**src/rtl/fetch_pkg.sv**
```systemverilog
// Shared types and constants for the instruction-fetch stage.
package fetch_pkg;

  typedef enum logic [1:0] {
    S_REQ  = 2'd0,
    S_WAIT = 2'd1,
    S_HOLD = 2'd2
  } fetch_state_e;

  localparam logic [31:0] NOP_INSTR = 32'h0000_0013;
  localparam logic [31:0] PC_STEP   = 32'd4;

  typedef struct packed {
    logic [31:0] pc;
    logic [31:0] instr;
    logic        valid;
  } ifid_t;

  // Instructions are word aligned; the low two target bits are meaningless.
  function automatic logic [31:0] align_pc(input logic [31:0] addr);
    return addr & 32'hFFFF_FFFC;
  endfunction

endpackage

```
**src/rtl/fetch_stage_ifid_reg.sv**
```systemverilog
// IF/ID pipeline register.
// Order of precedence: clear (bubble) > load (real instruction) > write enable
// without load (bubble) > hold.
module ifid_reg #(
  parameter logic [31:0] NOP_INSTR = fetch_pkg::NOP_INSTR
) (
  input  logic        clk,
  input  logic        rst,
  input  logic        wren,
  input  logic        clear,
  input  logic        load,
  input  logic [31:0] load_pc,
  input  logic [31:0] load_instr,
  output logic [31:0] pc,
  output logic [31:0] instr,
  output logic        valid
);
  import fetch_pkg::ifid_t;

  localparam ifid_t BUBBLE = '{pc: 32'h0, instr: NOP_INSTR, valid: 1'b0};

  ifid_t q;

  // IF/ID contents: bubble on clear or idle write, instruction on load, else hold.
  always_ff @(posedge clk or posedge rst) begin
    if (rst) begin
      q <= BUBBLE;
    end else if (clear) begin
      q <= BUBBLE;
    end else if (load) begin
      q <= '{pc: load_pc, instr: load_instr, valid: 1'b1};
    end else if (wren) begin
      q <= BUBBLE;
    end
  end

  assign pc    = q.pc;
  assign instr = q.instr;
  assign valid = q.valid;

endmodule

```
**src/rtl/fetch_stage.sv**
```systemverilog
// Instruction-fetch stage: PC register, SRAM req/ack handshake and IF/ID.
// Optional macro FETCH_PERF_CNT_EN adds fetch/bubble load counters.
//
// state  | meaning
// S_REQ  | issue imem_req for pc (suppressed while redirect_en is high)
// S_WAIT | request outstanding; waiting for imem_ack
// S_HOLD | instruction acked but stage stalled/cleared; kept in hold buffer
module fetch_stage #(
  parameter logic [31:0] RESET_PC  = 32'h0000_0000,
  parameter logic [31:0] NOP_INSTR = fetch_pkg::NOP_INSTR
) (
  input  logic        i_clk,
  input  logic        i_reset,
  input  logic        pc_wren,
  input  logic        IFID_wren,
  input  logic        IFID_clear,
  input  logic        redirect_en,
  input  logic [31:0] redirect_pc,
  output logic        imem_req,
  output logic [31:0] imem_addr,
  input  logic        imem_ack,
  input  logic [31:0] imem_rdata,
  output logic [31:0] IFID_pc,
  output logic [31:0] IFID_instr,
  output logic        IFID_valid,
  output logic        fetch_busy
`ifdef FETCH_PERF_CNT_EN
  ,
  output logic [31:0] perf_fetch_cnt,
  output logic [31:0] perf_bubble_cnt
`endif
);
  import fetch_pkg::*;

  fetch_state_e state, state_n;
  logic [31:0]  pc, pc_n;
  logic [31:0]  addr_q, addr_n;
  logic [31:0]  hold_buf, hold_buf_n;
  logic         discard, discard_n;
  logic         advance;
  logic         take;
  logic         deliver;
  logic [31:0]  deliver_instr;
  logic [31:0]  redirect_tgt;

  // A redirect or any stall blocks advancing; clear additionally blocks
  // delivery but the fetched word is kept for later.
  assign advance      = pc_wren & IFID_wren & ~redirect_en;
  assign take         = advance & ~IFID_clear;
  assign redirect_tgt = align_pc(redirect_pc);

  // Request is combinational so the SRAM sees it in the S_REQ cycle itself;
  // gated by reset so nothing is issued while reset is held.
  assign imem_req   = (state == S_REQ) & ~redirect_en & ~i_reset;
  assign imem_addr  = (state == S_REQ) ? pc : addr_q;
  assign fetch_busy = (state == S_WAIT);

  // State, PC, address latch, discard flag and hold buffer.
  always_ff @(posedge i_clk or posedge i_reset) begin
    if (i_reset) begin
      state    <= S_REQ;
      pc       <= RESET_PC;
      addr_q   <= RESET_PC;
      hold_buf <= NOP_INSTR;
      discard  <= 1'b0;
    end else begin
      state    <= state_n;
      pc       <= pc_n;
      addr_q   <= addr_n;
      hold_buf <= hold_buf_n;
      discard  <= discard_n;
    end
  end

  // Next-state logic and IF/ID delivery decision.
  always_comb begin
    state_n       = state;
    pc_n          = pc;
    addr_n        = addr_q;
    hold_buf_n    = hold_buf;
    discard_n     = discard;
    deliver       = 1'b0;
    deliver_instr = hold_buf;

    case (state)
      S_REQ: begin
        if (redirect_en) begin
          pc_n = redirect_tgt;
        end else begin
          addr_n  = pc;
          state_n = S_WAIT;
        end
      end

      S_WAIT: begin
        if (redirect_en) begin
          pc_n = redirect_tgt;
          if (imem_ack) begin
            // Wrong-path word arrives with the redirect: drop it now.
            discard_n = 1'b0;
            state_n   = S_REQ;
          end else begin
            discard_n = 1'b1;
          end
        end else if (imem_ack) begin
          if (discard) begin
            discard_n = 1'b0;
            state_n   = S_REQ;
          end else if (take) begin
            deliver       = 1'b1;
            deliver_instr = imem_rdata;
            pc_n          = pc + PC_STEP;
            state_n       = S_REQ;
          end else begin
            hold_buf_n = imem_rdata;
            state_n    = S_HOLD;
          end
        end
      end

      S_HOLD: begin
        if (redirect_en) begin
          pc_n    = redirect_tgt;
          state_n = S_REQ;
        end else if (take) begin
          deliver = 1'b1;
          pc_n    = pc + PC_STEP;
          state_n = S_REQ;
        end
      end

      default: begin
        state_n = S_REQ;
      end
    endcase
  end

  ifid_reg #(
    .NOP_INSTR(NOP_INSTR)
  ) u_ifid_reg (
    .clk        (i_clk),
    .rst        (i_reset),
    .wren       (IFID_wren),
    .clear      (IFID_clear),
    .load       (deliver),
    .load_pc    (pc),
    .load_instr (deliver_instr),
    .pc         (IFID_pc),
    .instr      (IFID_instr),
    .valid      (IFID_valid)
  );

`ifdef FETCH_PERF_CNT_EN
  logic bubble_load;

  assign bubble_load = IFID_clear | (IFID_wren & ~deliver);

  // Count every IF/ID load, split into real instructions and bubbles.
  always_ff @(posedge i_clk or posedge i_reset) begin
    if (i_reset) begin
      perf_fetch_cnt  <= 32'd0;
      perf_bubble_cnt <= 32'd0;
    end else begin
      if (deliver)     perf_fetch_cnt  <= perf_fetch_cnt + 32'd1;
      if (bubble_load) perf_bubble_cnt <= perf_bubble_cnt + 32'd1;
    end
  end
`endif

endmodule

```
**config.mk**
```make
export PLATFORM = sky130hd
export DESIGN_NAME = fetch_stage
export DESIGN_NICKNAME = d
export VERILOG_FILES = /design/src/rtl/fetch_pkg.sv /design/src/rtl/fetch_stage_ifid_reg.sv /design/src/rtl/fetch_stage.sv
export SDC_FILE = /design/constraint.sdc
export NUM_CORES = 1
export LEC_CHECK = 0
export CORE_UTILIZATION = 46
export CTS_CLUSTER_SIZE = 28
export DETAILED_ROUTE_END_ITERATION = 7
export PLACE_DENSITY = 0.77
export SLEW_MARGIN = 20
export SYNTH_ARGS = -nofsm -noshare
export SYNTH_HDL_FRONTEND = slang
export SYNTH_SLANG_ARGS = --single-unit
```
**constraint.sdc**
```tcl
create_clock -name i_clk -period 5.5 [get_ports i_clk]
set_input_delay 1.1 -clock i_clk [delete_from_list [all_inputs] [get_ports i_clk]]
set_output_delay 1.1 -clock i_clk [all_outputs]
set_load 0.005 [all_outputs]
```
==> results.cfg, run 1 <==
[logic_synthesis]
syn-mean-instance-area_um2 = 10.5
yosysWarnings = 0
ys_types = 65
post-synth-top-count-cell = dfrtp_1
ys_ff_latch = 159
synthCells = 721
synth_seq_area_share_pct = 52.8
ys_top_cells_by_area = dfrtp_1, mux2_2, nand2_1
ys_async_sr_fraction_pct = 100
netlist_area_mm2 = 0.00755
synth_edf_count = 0
yosys_most_used_dff = dfrtp_1
yosys.area.top_type_share_pct = 50.7
synth_top_area_cell = dfrtp_1
ys_top_cells_by_count = dfrtp_1, nand2_1, mux2_2

[finish]
drive_above_1_share_pct = 15.7
syn_to_final_growth_pct = 31.3
fin_cells = 1091
diodes = 0
fin_area_mm2 = 0.00992
nNetsFinal = 938

[critical_path]
cpPeakStageDelay_ns = 0.68
worstSetupPathType = register to output port
critPathMaxFanout = 19
endpoint_kind = output port
crit_path_cell_trace = inv_1 > ha_1 > buf_4 > mux2_2 > clkdlybuf4s50_1
r2r_start = state[0]
crit_start = state[0]
cp_slowest_cell = ha_1
required_ns = 4.40
crit_arrival_ns = 2.90
critPathLaunchType = register

[placement]
dp_cells = 1059
dpl-instance-area_mm2 = 0.00931
place_hpwl_um = 12700
gp_congestion = 0.842
portBuffers = 165

[cts]
clkTransAtPathRegs_ns = 0.07
ctsHoldBuffers = 0
ctsRootBufferMaster = clkbuf_16
cts_buffers = 17
clk-insertion-delay-late_ns = 0.42
cts_tree = done
postCtsSetupBuffers = 0
cts.sink_count = 159
clockBufferDepth = 2
htreeDepth = 4
post_cts_resized = 0

[grt]
grt_use_total_pct = 24.0
overflow = 0
top_usage_layer = met2
grt_pass1_vias = 5953
met2_usage_pct = 38.2
grt_pass1_wl_um = 31100
grt_max_degree = 95
grt_use_met3_pct = 8.45
use_met1_pct = 30.6
antenna_found_initial = 1

[run]
cap_violations = 0

[timing]
setup_violations = 0
fin_crit_sh_pct = 72.8
rsz0062_at_grt = false
clock_skew_ns = 0.0101
slew_headroom_pct = 32.2
fin_tns_setup_ns = 0
fin_crit_ns = 4.00
final_hold_viol_count = 0
drv_slew = 0
max_freq_ghz = 0.250
tightestPinTransition_ns = 1.01

[power]
power_density_mw_per_mm2 = 517
power_leakage_nw = 4.40
total_power_mw = 5.13
ir_drop_v = 0.000295

[drt]
drt_wl_total_um = 19300
vias = 5959
drt_iter0_drc = 471
route.detailed.drc = 0
vias_per_cell = 5.46
antenna_left = 0
wl_per_cell_um = 17.7
firstDrtPassIters = 5

[worst_hold_path]
hold_class = register to register
hold_start = addr_q[19]

[floorplan]
die_w_um = 130
core_area_mm2 = 0.0159
dieArea_mm2 = 0.0169
start_util_pct = 47.4
die_y_um = 130
pin_count = 170
rows = 46

[status]
status = completed
[through the flow]
step / setup slack (ns) / utilization [%] / hold slack (ns)
floorplan: 0.118 / - / 0.442
global placement: 1.57 / 58.4 / 0.454
detailed placement: 1.53 / 58.4 / 0.459
CTS: 1.52 / 62.2 / 0.475
global route: 1.37 / 62.2 / 0.500
finish: 1.50 / 62.2 / 0.469
[worst max-delay path: cells and delay by family, from the launching register on]
family                     cells  cell delay (ns)
buffers and inverters          3             0.99
adders and majority gates      1             0.68
DFF                            1             0.42
muxes                          1             0.40
[layer usage]
metal / vias up / wire length [um]
li1: 2846 / -
met1: 2865 / 8280
met2: 227 / 8860
met3: 19 / 1850
met4: 2 / 267
met5: - / 13
[worst paths after layout]
path | endpoint | slack (ns) | cells past startpoint
worst min-delay path | addr_q[19] | 0.47 | 2
worst max-delay path | imem_addr[14] | 1.50 | 5
worst max register to register | pc[20] | 2.24 | 8
min in group asynchronous | addr_q[17] | 1.26 | 2
max in group asynchronous | u_ifid_reg.instr[4] | 3.21 | 3
worst min register to register | addr_q[19] | 0.47 | 2
[where the power goes]
group,internal (mW),total [mW],switching (mW)
clock network,0.720,1.20,0.480
registers,1.54,1.89,0.353
logic,1.08,2.03,0.949
[cells by family (layout without fill, tap and decap cells)]
logic type      Yosys count  in the layout  synth area share [%]
compound gates          167            167                  14.7
fa+ha+maj                 5              5                 0.829
buf+inv                  59            212                  3.94
flops                   159            159                  52.8
mux                      91             91                  13.1
other cells               1              2                0.0497
simple gates            239            239                  14.6
[state kept, by name (all words and copies together), names as in the netlist]
| name | flops |
|---|---|
| hold_buf | 32 |
| u_ifid_reg.valid | 1 |
| u_ifid_reg.pc | 31 |
| addr_q | 30 |
| u_ifid_reg.instr | 32 |
| state | 2 |
| pc | 30 |
| discard | 1 |
[final cells by class]
class                           instances  area (um2)
Clock inverter                         11         129
Clock buffer                           21         480
Inverter                                4        20.0
Fill cell                            1306        6030
Tap cell                              216         270
Timing Repair Buffer                  176        1730
Multi-Input combinational cell        504        3300
Sequential cell                       159        3990
[layout by cell type, fill, tap and decap left out, types with 4 or more instances in the layout]
master,count
a2bb2oi_1,11
mux2i_1,29
ha_1,5
clkdlybuf4s50_1,165
nand2b_1,5
nor2_1,21
o22ai_1,13
nand2_1,148
nand3_1,22
a21oi_1,37
o21ai_0,47
dfrtp_1,153
and3_1,5
dfstp_2,6
nor3_1,6
clkbuf_8,4
a22o_1,28
clkbuf_16,17
nand4_1,4
mux2_2,62
buf_4,11
Power figures use the tool's default switching activity.
==> run 2, diff against run 1 <==
==> constraint.sdc (replaced) <==
create_clock -name i_clk -period 3.5 [get_ports i_clk]
set_input_delay 0.7 -clock i_clk [delete_from_list [all_inputs] [get_ports i_clk]]
set_output_delay 0.7 -clock i_clk [all_outputs]
set_load 0.005 [all_outputs]
==> run 2 against run 1 <==
- non-clock buffer count grew 11
- critical endpoint is now imem_req
- cell area grew 0.83%
- clock power grew 50%
- sequential power grew 58%
- worst setup slack lost 1.0 ns
==> results.cfg, run 2 (synthesis results as in run 1) <==
[critical_path]
critPathLaunchType = input port
crit_arrival_ns = 2.30
endpoint_kind = output port
required_ns = 2.80
cp_slowest_cell = clkdlybuf4s50_1
r2r_start = state[0]
crit_family = buffers and inverters
crit_start = redirect_en
critPathBufInv = 2
cp_common_cell = clkdlybuf4s50_1
worstSetupPathType = input port to output port
critPathMaxFanout = 10
crit_path_cell_trace = clkdlybuf4s50_1 > nand2b_1 > nor2_1 > clkdlybuf4s50_1
cpPeakStageDelay_ns = 0.63

[grt]
grt_pass1_wl_um = 31400
overflow = 0
grt_pass1_vias = 5972
grt_use_total_pct = 24.4
antenna_found_initial = 0
grt_max_degree = 66

[floorplan]
start_util_pct = 47.4
die_y_um = 130
rows = 46
core_area_mm2 = 0.0159
pin_count = 170
die_w_um = 130
dieArea_mm2 = 0.0169

[cts]
cts_tree = done
clk-insertion-delay-late_ns = 0.42
clockBufferDepth = 2
clkTransAtPathRegs_ns = 0.06
ctsRootBufferMaster = clkbuf_16
ctsHoldBuffers = 0
htreeDepth = 4
post_cts_resized = 0
cts.sink_count = 159
cts_buffers = 17
postCtsSetupBuffers = 0

[timing]
fin_tns_setup_ns = 0
slew_headroom_pct = 45.0
fin_crit_ns = 3.00
max_freq_ghz = 0.333
drv_slew = 0
setup_violations = 0
final_hold_viol_count = 0
clock_skew_ns = 0.00795
rsz0062_at_grt = false
fin_crit_sh_pct = 85.8
fin_hold_ws_ns = 0.468
tightestPinTransition_ns = 0.824

[power]
ir_drop_v = 0.000458
p_sw_mw = 2.79
power_leakage_nw = 4.45
p_int_mw = 5.24
total_power_mw = 8.03
p_comb_share_pct = 40.4
clkPwrFrac_pct = 22.5
swShare_pct = 34.8
power_density_mw_per_mm2 = 803
p_seq_share_pct = 37.1

[finish]
fin_cells = 1101
fin_area_mm2 = 0.0100
nNetsFinal = 949
final_common_cell = clkdlybuf4s50_1
final_cell_mix = clkdlybuf4s50_1, dfrtp_1, nand2_1
diodes = 0
drive_above_1_share_pct = 16.5
syn_to_final_growth_pct = 32.4

[drt]
met2_length_um = 8980
wl_met1_um = 8510
drt_iter0_drc = 539
firstDrtPassIters = 5
vias_per_cell = 5.54
vias = 6105
wl_per_cell_um = 17.7
antenna_left = 0
top_layer_used = met4
route.detailed.drc = 0
wl_met3_um = 1710
drt_wl_total_um = 19500

[placement]
gp_congestion = 0.807
dp_cells = 1070
dpl-instance-area_mm2 = 0.00943
portBuffers = 165
place_hpwl_um = 13300

[status]
status = completed

[worst_hold_path]
hold_start = addr_q[20]
hold_class = register to register

[run]
cap_violations = 0
run 2: power by group through the flow:
stage | Combinational (mW) | Clock (mW) | Sequential (mW)
2_1_floorplan | 2.21 | 0 | 2.77
3_3_place_gp | 3.17 | 0 | 2.96
3_5_place_dp | 3.23 | 0 | 2.99
4_1_cts | 3.26 | 1.83 | 2.96
5_1_grt | 3.57 | 1.92 | 3.06
6_report | 3.25 | 1.80 | 2.98
run 2: layer usage:
layer,GRT usage (%),vias to the layer above
met5,0,-
met4,7.32,0
met2,38.4,217
met3,8.41,24
met1,31.7,3008
li1,-,2856
run 2: worst register-to-register path, delay by kind of cell, from the launching register on:
family                     cells  cell delay, ns
DFF                            1            0.39
AOI/OAI and AO/OA              1            0.24
buffers and inverters          4            0.80
adders and majority gates      1            0.22
and+or+nand+nor                4            0.88
run 2: path summary, 6_finish.rpt:
check / slack, ns / end / cells past startpoint
min in group asynchronous: 0.66 / pc[18] / 2
setup reg to reg: 0.91 / pc[31] / 10
hold reg to reg: 0.47 / addr_q[20] / 2
max in group asynchronous: 2.13 / u_ifid_reg.instr[0] / 3
setup / recovery: 0.50 / imem_req / 4
hold / removal: 0.47 / addr_q[20] / 2
run 2: area by class of cell:
| class | instances | area [um2] |
|---|---|---|
| fillers | 1310 | 5940 |
| clock buffers | 20 | 457 |
| clock inverters | 11 | 116 |
| repair buffers | 187 | 1850 |
| inverters | 4 | 18.8 |
| well taps | 216 | 270 |
| multi-input cells | 504 | 3300 |
| flip-flops and latches | 159 | 3990 |
run 2: metrics by stage:
stage	utilization [%]	setup slack, ns
5_1_grt	62.7	0.354
4_1_cts	62.7	0.493
6_report	62.7	0.496
3_3_place_gp	59.1	0.398
3_5_place_dp	59.1	0.310
2_1_floorplan	-	0.790
==> run 3, diff against run 2 <==
--- a/config.mk
+++ b/config.mk
@@ -8,7 +8,7 @@
 export CORE_UTILIZATION = 46
 export CTS_CLUSTER_SIZE = 28
 export DETAILED_ROUTE_END_ITERATION = 7
-export PLACE_DENSITY = 0.77
+export PLACE_DENSITY = 0.85
 export SLEW_MARGIN = 20
 export SYNTH_ARGS = -nofsm -noshare
 export SYNTH_HDL_FRONTEND = slang
==> run 3 against run 2 <==
- critical path depth increased by 2
- hold slack improved by 0.0033 ns
- global-route usage increased by 0.91 points
- register-to-register slack improved by 0.06 ns
- count of clock-buffer cells in the layout increased by 3
- total power increased by 2.4%
- sequential power about the same
- critical path type is now register to output port
==> results.cfg, run 3 (synthesis results as in run 1) <==
[drt]
antenna_left = 0
vias = 6197
vias_per_cell = 5.62
firstDrtPassIters = 5
drt_iter0_drc = 444
route.detailed.drc = 0
wl_per_cell_um = 18.2
drt_wl_total_um = 20100

[critical_path]
crit_arrival_ns = 2.35
critPathBufInv = 3
crit_family = buffers and inverters
required_ns = 2.80
critPathLaunchType = register
cpPeakStageDelay_ns = 0.51
r2r_start = state[1]
cp.depth = 6
critPathMaxFanout = 20
crit_path_end = imem_req
cp_slowest_cell = clkdlybuf4s50_1
rrSetupSlack_ns = 0.97
crit_start = state[0]
reg2reg_depth = 8
r2r_end = u_ifid_reg.instr[13]
crit_path_cell_trace = inv_1 > ha_1 > buf_4 > nand2b_1 > nor2_1 > clkdlybuf4s50_1
endpoint_kind = output port
worstSetupPathType = register to output port

[cts]
ctsRootBufferMaster = clkbuf_16
cts_buffers = 17
ctsHoldBuffers = 0
htreeDepth = 4
postCtsSetupBuffers = 0
clkTransAtPathRegs_ns = 0.06
cts.sink_count = 159
post_cts_resized = 0
clk-insertion-delay-late_ns = 0.43
cts_tree = done
clockBufferDepth = 2

[floorplan]
die_w_um = 130
dieArea_mm2 = 0.0169
die_y_um = 130
start_util_pct = 47.4
rows = 46
core_area_mm2 = 0.0159
pin_count = 170

[timing]
max_freq_ghz = 0.328
drv_slew = 0
fin_hold_ws_ns = 0.471
setup_violations = 0
clock_skew_ns = 0.00813
final_hold_viol_count = 0
slew_headroom_pct = 46.0
rsz0062_at_grt = false
fin_crit_sh_pct = 87.1
fin_crit_ns = 3.05
fin_tns_setup_ns = 0
tightestPinTransition_ns = 0.811
fin_ws_ns = 0.453

[grt]
grt_pass1_wl_um = 32300
grt_use_total_pct = 25.3
overflow = 0
antenna_found_initial = 0
grt_max_degree = 66
grt_pass1_vias = 6337

[power]
p_int_mw = 5.39
total_power_mw = 8.22
swShare_pct = 34.5
clkPwrFrac_pct = 23.9
ir_drop_v = 0.000462
p_comb_share_pct = 39.8
power_density_mw_per_mm2 = 815
p_seq_share_pct = 36.3
p_sw_mw = 2.83
power_leakage_nw = 4.49

[run]
cap_violations = 0

[placement]
dp_cells = 1070
gp_congestion = 0.861
place_hpwl_um = 13300
pre_cts_slack_ns = 0.591
portBuffers = 165

[worst_hold_path]
hold_class = register to register
holdPathStages = 2

[finish]
final_cell_mix = clkdlybuf4s50_1, dfrtp_1, nand2_1
fin_cells = 1102
nNetsFinal = 949
syn_to_final_growth_pct = 33.7
final_common_cell = clkdlybuf4s50_1
diodes = 0
drive_above_1_share_pct = 16.6

[status]
status = completed
==> run 3: cell count changes in the layout (fill, tap and decap cells not counted) <==
cell / previous run / this run
clkinv_2: 5 / 3
bufinv_16: 2 / 3
clkinv_4: 1 / 2
buf_4: 19 / 16
buf_12: 3 / 6
clkinvlp_4: 4 / 2
clkbuf_8: 2 / 5
==> run 3: per-stage QoR <==
step | utilization (%) | cell area, um2
2_1_floorplan | - | 7560
3_3_place_gp | 59.4 | 9460
3_5_place_dp | 59.4 | 9460
4_1_cts | 63.3 | 10100
5_1_grt | 63.3 | 10100
6_report | 63.3 | 10100
==> run 3: cell type report <==
class	instances	area (um2)
fillers	1282	5850
flip-flops and latches	159	3990
multi-input cells	504	3300
repair buffers	187	1890
clock buffers	23	498
well taps	216	270
clock inverters	9	130
inverters	4	18.8
==> run 3: worst min path at each step <==
stage / start / to / slack [ns]
after detailed placement: addr_q[9] / addr_q[9] / 0.46
after global routing: addr_q[5] / addr_q[5] / 0.49
after CTS: addr_q[20] / addr_q[20] / 0.47
after global placement: addr_q[10] / addr_q[10] / 0.45
after floorplan: addr_q[5] / addr_q[5] / 0.44
final: addr_q[9] / addr_q[9] / 0.47
==> run 3: tightest hold or removal path, delay by kind of cell (launching register included) <==
family,cells,cell delay [ns]
AND/OR/NAND/NOR,2,0.10
flip-flops,1,0.34
==> run 3: power groups by stage <==
stage                     Clock [mW]  Sequential [mW]  Combinational, mW
after floorplan                    0             2.77               2.21
after detailed placement           0             3.00               3.25
after global placement             0             2.96               3.16
after global routing            2.06             3.07               3.61
final                           1.96             2.98               3.27
after CTS                       1.99             2.97               3.29
==> run 3: metal layers <==
layer | vias up | GRT usage (%) | part of all wire [%] | wire length, um
met5 | - | 0 | 0 | 0
li1 | 2879 | - | - | -
met2 | 270 | 39.9 | 47 | 9410
met4 | 0 | 9.99 | 1.9 | 386
met1 | 3016 | 31.4 | 41 | 8310
met3 | 32 | 9.47 | 9.8 | 1970
